### src/rtl/mem_pkg.sv
// Shared types and default widths for the fetch/load-store memory arbiter.
package mem_pkg;

   localparam int ADDR_W_DEF = 64;
   localparam int DATA_W_DEF = 64;
   localparam int TMO_W_DEF  = 8;

   typedef enum logic [1:0] {
      ST_IDLE  = 2'd0,
      ST_ISSUE = 2'd1,
      ST_WAIT  = 2'd2
   } state_e;

   typedef enum logic {
      OWN_IF = 1'b0,
      OWN_LS = 1'b1
   } owner_e;

endpackage

### src/rtl/rr_arb2.sv
// Two-way round-robin arbiter: on a tie the side that did not own the last transaction wins.
module rr_arb2
   import mem_pkg::*;
(
   input  logic       req_if,
   input  logic       req_ls,
   input  owner_e     last_owner,
   output logic [1:0] gnt          // [0] fetch, [1] load-store
);

   always_comb begin
      gnt = 2'b00;
      if (req_if && req_ls) begin
         gnt = (last_owner == OWN_IF) ? 2'b10 : 2'b01;
      end else if (req_if) begin
         gnt = 2'b01;
      end else if (req_ls) begin
         gnt = 2'b10;
      end
   end

endmodule

### src/rtl/mem_arb.sv
// Arbitrates fetch and load-store requests onto one memory port, one transaction at a time.
// Requesters hold req until a one-cycle gnt; rvalid is a one-cycle pulse with no back-pressure.
module mem_arb
   import mem_pkg::*;
#(
   parameter int ADDR_W = ADDR_W_DEF,
   parameter int DATA_W = DATA_W_DEF,
   parameter int TMO_W  = TMO_W_DEF
) (
   input  logic                clk,
   input  logic                rst_n,
   input  logic                if_req,
   input  logic [ADDR_W-1:0]   if_addr,
   output logic                if_gnt,
   output logic                if_rvalid,
   output logic [DATA_W-1:0]   if_rdata,
   input  logic                ls_req,
   input  logic                ls_we,
   input  logic [ADDR_W-1:0]   ls_addr,
   input  logic [DATA_W-1:0]   ls_wdata,
   input  logic [DATA_W/8-1:0] ls_wmask,
   output logic                ls_gnt,
   output logic                ls_rvalid,
   output logic [DATA_W-1:0]   ls_rdata,
   output logic                mem_req,
   output logic                mem_we,
   output logic [ADDR_W-1:0]   mem_addr,
   output logic [DATA_W-1:0]   mem_wdata,
   output logic [DATA_W/8-1:0] mem_wmask,
   input  logic                mem_gnt,
   input  logic                mem_rvalid,
   input  logic [DATA_W-1:0]   mem_rdata,
   output logic                err,
   output logic [1:0]          dbg_state
);

   localparam int MASK_W = DATA_W / 8;

   state_e              state_q, state_d;
   owner_e              owner_q, owner_d;
   logic                live_q, live_d;
   logic                we_q, we_d;
   logic [ADDR_W-1:0]   addr_q, addr_d;
   logic [DATA_W-1:0]   wdata_q, wdata_d;
   logic [MASK_W-1:0]   wmask_q, wmask_d;
   logic [TMO_W-1:0]    tmo_q, tmo_d;
   logic                err_q, err_d;

   logic                arb_en;
   logic [1:0]          arb_gnt;
   logic                rsp_valid;
   logic [DATA_W-1:0]   rsp_data;

   // live_q keeps grants off for the first cycle after reset release
   assign live_d = 1'b1;
   assign arb_en = live_q && (state_q == ST_IDLE);

   rr_arb2 u_rr_arb2 (
      .req_if     (if_req && arb_en),
      .req_ls     (ls_req && arb_en),
      .last_owner (owner_q),
      .gnt        (arb_gnt)
   );

   always_comb begin
      state_d   = state_q;
      owner_d   = owner_q;
      we_d      = we_q;
      addr_d    = addr_q;
      wdata_d   = wdata_q;
      wmask_d   = wmask_q;
      tmo_d     = tmo_q;
      err_d     = err_q;
      rsp_valid = 1'b0;
      rsp_data  = '0;
      case (state_q)
         ST_IDLE: begin
            if (arb_gnt[0]) begin
               owner_d = OWN_IF;
               addr_d  = if_addr;
               we_d    = 1'b0;
               wdata_d = '0;
               wmask_d = '0;
               tmo_d   = '0;
               state_d = ST_ISSUE;
            end else if (arb_gnt[1]) begin
               owner_d = OWN_LS;
               addr_d  = ls_addr;
               we_d    = ls_we;
               wdata_d = ls_wdata;
               wmask_d = ls_wmask;
               tmo_d   = '0;
               state_d = ST_ISSUE;
            end
         end
         ST_ISSUE, ST_WAIT: begin
            // A response accepted together with the grant finishes the transaction in ISSUE
            if ((state_q == ST_WAIT || mem_gnt) && mem_rvalid) begin
               rsp_valid = 1'b1;
               rsp_data  = mem_rdata;
               state_d   = ST_IDLE;
            end else if (&tmo_q) begin
               rsp_valid = 1'b1;
               err_d     = 1'b1;
               state_d   = ST_IDLE;
            end else begin
               tmo_d = tmo_q + 1'b1;
               if (state_q == ST_ISSUE && mem_gnt) begin
                  state_d = ST_WAIT;
               end
            end
         end
         default: state_d = ST_IDLE;
      endcase
   end

   always_ff @(posedge clk or negedge rst_n) begin
      if (!rst_n) begin
         state_q <= ST_IDLE;
         owner_q <= OWN_IF;
         live_q  <= 1'b0;
         we_q    <= 1'b0;
         addr_q  <= '0;
         wdata_q <= '0;
         wmask_q <= '0;
         tmo_q   <= '0;
         err_q   <= 1'b0;
      end else begin
         state_q <= state_d;
         owner_q <= owner_d;
         live_q  <= live_d;
         we_q    <= we_d;
         addr_q  <= addr_d;
         wdata_q <= wdata_d;
         wmask_q <= wmask_d;
         tmo_q   <= tmo_d;
         err_q   <= err_d;
      end
   end

   assign if_gnt    = arb_gnt[0];
   assign ls_gnt    = arb_gnt[1];
   assign if_rvalid = rsp_valid && (owner_q == OWN_IF);
   assign ls_rvalid = rsp_valid && (owner_q == OWN_LS);
   assign if_rdata  = if_rvalid ? rsp_data : '0;
   assign ls_rdata  = ls_rvalid ? rsp_data : '0;

   assign mem_req   = (state_q == ST_ISSUE);
   assign mem_we    = we_q;
   assign mem_addr  = addr_q;
   assign mem_wdata = wdata_q;
   assign mem_wmask = wmask_q;
   assign err       = err_q;
   assign dbg_state = state_q;

endmodule

### config.mk
export PLATFORM = sky130hd
export DESIGN_NAME = mem_arb
export DESIGN_NICKNAME = d
export VERILOG_FILES = /design/src/rtl/mem_pkg.sv /design/src/rtl/rr_arb2.sv /design/src/rtl/mem_arb.sv
export SDC_FILE = /design/constraint.sdc
export NUM_CORES = 1
export LEC_CHECK = 0
export ABC_CLOCK_PERIOD_IN_PS = 2400
export BUFFER_PORTS_ARGS = -buffer_cell sky130_fd_sc_hd__buf_2
export CORE_AREA = 2 2 209 211
export CTS_CLUSTER_SIZE = 10
export DETAILED_ROUTE_END_ITERATION = 8
export DIE_AREA = 0 0 211 213
export PLACE_DENSITY = 0.41
export SYNTH_ARGS = -nofsm -noshare
export SYNTH_HDL_FRONTEND = slang
export SYNTH_SLANG_ARGS = --single-unit
export TNS_END_PERCENT = 20
### constraint.sdc
create_clock -name clk -period 2.4 [get_ports clk]
set_clock_uncertainty 0.2 [all_clocks]
set_input_delay 0.24 -clock clk [delete_from_list [all_inputs] [get_ports clk]]
set_output_delay 0.24 -clock clk [all_outputs]
set_load 0.005 [all_outputs]
==> results.json <==
{
  "seq_area_frac_synth_pct": 52.5,
  "io_buffers": 543,
  "crit_arrival_ns": 2.01,
  "setup_violations": 99,
  "nets": 1763,
  "layout_worst_path_cycle_share_pct": 102,
  "grt_max_degree": 116,
  "muxShareOfSynthArea_pct": 0.298,
  "synth_top_family_by_area": "simple AND/OR/NAND/NOR gates",
  "cts_sinks": 150,
  "synth_compound_area_share_pct": 17.7,
  "crit_buf_inv": 3,
  "register_area_um2": 3750,
  "drive_gt1_share_pct": 42.8,
  "die-area_um2": 44900,
  "final_hold_viol_count": 0,
  "synth_top_area_share_pct": 52.5,
  "top_usage_layer": "met2",
  "maxSlewViolCount": 0,
  "p_int_mw": 8.42,
  "wire_per_inst_um": 17.9,
  "synth_edf_count": 0,
  "place_hpwl_mm": 26.5,
  "synthSimpleGateAreaFrac_pct": 24.3,
  "synthDistinctLibCells": 49,
  "yosysTopAreaCell": "dfrtp_1",
  "cts_max_path_buffers": 2,
  "yosysMostFrequentCell": "dfrtp_1",
  "min_period_ns": 2.45,
  "hold_depth": 4,
  "start_util_pct": 16.7,
  "grt_setup_unrepaired": "yes",
  "clockRootBuffer": "clkbuf_16",
  "die_h_um": 213,
  "endpoint_kind": "output port",
  "cts_max_level": 4,
  "cellPowerDensity_nw_per_um2": 942,
  "dr.first_iter.drc_count": 563,
  "use_met3_pct": 3.22,
  "ys_top_cells_by_area": "dfrtp_1, and2_1, a22o_1",
  "crit_required_ns": 1.96,
  "timing_worst_setup_path_type": "flip-flop to output port",
  "antenna_found_initial": 18,
  "cp-start-kind": "flip-flop",
  "max_cap_viol_count": 0,
  "critPathSlowestCell": "dfrtp_1",
  "grt_util_all_layers_pct": 15.6,
  "peakVddDrop_mv": 0.506,
  "antenna_left": 0,
  "met1_usage_pct": 15.8,
  "r2r-start": "dbg_state[0]",
  "dieWidth_um": 211,
  "dr.pass1.iters": 5,
  "clock.fmax_mhz": 408,
  "synth_xor_area_share_pct": 0,
  "status": "complete, but fails checks",
  "fin_util_pct": 32.0,
  "synth_common_cells": "dfrtp_1, nand2_1, and2_1",
  "reg2reg_slack_ns": -0.01,
  "syn_area_um2": 7150,
  "switching_share_pct": 34.7,
  "power_frac_seq_pct": 33.7,
  "rr_endpoint": "mem_addr[42]",
  "fill_cells": 4408,
  "max_stage_delay_ns": 0.41,
  "grt_overflow": 0,
  "core_area_um2": 42700,
  "io_pins": 544,
  "synthesis.nets": 1022,
  "numCtsBuffers": 17,
  "leakage_nw": 7.25,
  "grt_pass1_wl_mm": 51.8,
  "avgSynthCellArea_um2": 9.59,
  "whs_ns": 0.0523,
  "path_max_fanout": 32,
  "synthToLayoutAreaGrowth_pct": 91.3,
  "clk_pin_slew_ns": 0.07,
  "routed_wl_mm": 36.9,
  "multi_input_area_um2": 3210,
  "synth_fa_ha_area_share_pct": 1.05,
  "synth_flop_cell": "dfrtp_1",
  "worstHoldStart": "if_addr[50]",
  "p_clk_share_pct": 21.1,
  "power_switching_mw": 4.47,
  "grt_pass1_vias": 8682,
  "layout_setup_ws_ns": -0.0482,
  "crit_family": "buffers and inverters",
  "worstMarginPinSlew_ns": 0.554,
  "hold-path-endpoint": "mem_addr[50]",
  "synth_warnings": 0,
  "drt-vias-per-instance": 4.18,
  "drc": 0,
  "crit_chain": "buf_6 > ha_4 > o21a_1 > and3_4 > buf_12 > and2_1 > buf_2",
  "place.gp.congestion": 0.850,
  "rows": 76,
  "synth_seq_cells": 150,
  "cts_tree": "built",
  "vias": 8586,
  "r2r_cells": 7,
  "slew_headroom_pct": 63.1,
  "power_frac_comb_pct": 45.2,
  "worstHoldPathType": "primary input to flip-flop",
  "async_reset_ff_share_pct": 100,
  "synthCells": 745,
  "insertion_delay_ns": 0.45,
  "violations": "negative setup slack",
  "grt_util_met2_pct": 28.9
}
## stage by stage
step	setup WS [ns]	cells	TNS (ns)	instance area, um^2	power (mW)
floorplan	0.255	745	0	7150	6.69
global placement	0.224	1797	0	10600	9.28
detailed placement	0.182	1797	0	10600	9.25
CTS	-0.0942	2045	-8.80	13500	12.9
global route	-0.141	2053	-13.38	13700	13.8
finish	-0.0482	2055	-2.59	13700	12.9
## registers in the layout, indices dropped and copies added (netlist names)
name	count
tmo_q	8
mem_addr	64
owner_q	1
mem_we	1
mem_wdata	64
err	1
mem_wmask	8
dbg_state	2
live_q	1
## power groups by stage
stage / clock [mW] / sequential (mW) / combinational (mW)
floorplan: 0 / 4.46 / 2.23
global route: 2.92 / 4.49 / 6.39
finish: 2.72 / 4.34 / 5.83
global placement: 0 / 4.35 / 4.94
CTS: 2.83 / 4.33 / 5.77
detailed placement: 0 / 4.35 / 4.90
## repair_timing
item	CTS	global route
pin swaps	38	10
gates cloned	3	1
hold endpoints to repair	202	0
setup buffers	11	0
endpoints found under the setup margin	132	150
hold buffers	202	0
resized for setup	40	38
## logic make-up after synthesis
logic type	Yosys count
DFF	150
adders and majority gates	6
and+or+nand+nor	359
muxes	2
buffers and inverters	66
other	1
AOI/OAI and AO/OA	161
## area by class of cell
cell class	count	area share, %
tap	546	4.99
clock inverter	10	0.887
inverter	7	0.284
multi-input combinational	529	23.4
antenna	10	0.183
sequential	150	27.5
timing repair buffer	781	39.4
clock buffer	22	3.32
## how the worst max path moves through the flow
stage                            start            to  slack (ns)  depth (start not counted)
final                     dbg_state[1]  ls_rdata[55]       -0.05                          7
after global routing      dbg_state[0]  ls_rdata[36]       -0.14                          7
after CTS                 dbg_state[1]  if_rdata[36]       -0.09                          8
after detailed placement  dbg_state[1]      tmo_q[4]        0.18                          7
after global placement    dbg_state[0]      tmo_q[4]        0.22                          7
after floorplan           dbg_state[0]  if_rdata[10]        0.25                          7
## metal layers
layer	part of all wire [%]	up-vias
met5	0	-
met3	5.5	73
li1	-	4026
met1	36	4084
met4	5.6	0
met2	53	403
## cells in the final DEF (no fill, tap or decap), types with 7 or more instances in the layout
cell type / n
a22o_1: 73
buf_6: 24
buf_2: 525
clkbuf_16: 18
buf_12: 7
and2_4: 16
dfrtp_1: 149
nor2_1: 67
and2_1: 112
dlymetal6s4s_1: 11
diode_2: 10
nand2_1: 142
a31oi_1: 64
buf_4: 15
dlygate4sd3_1: 191
## worst reg2reg max path: cells and delay by family (launching register included)
family                   cells  cell delay (ns)
AO/OA/AOI/OAI                2             0.23
AND/OR/NAND/NOR              1             0.32
buffers and inverters        3             0.95
flip-flops                   1             0.39
adder cells (fa/ha/maj)      1             0.19
No activity file was read; power rests on OpenSTA's default activity.
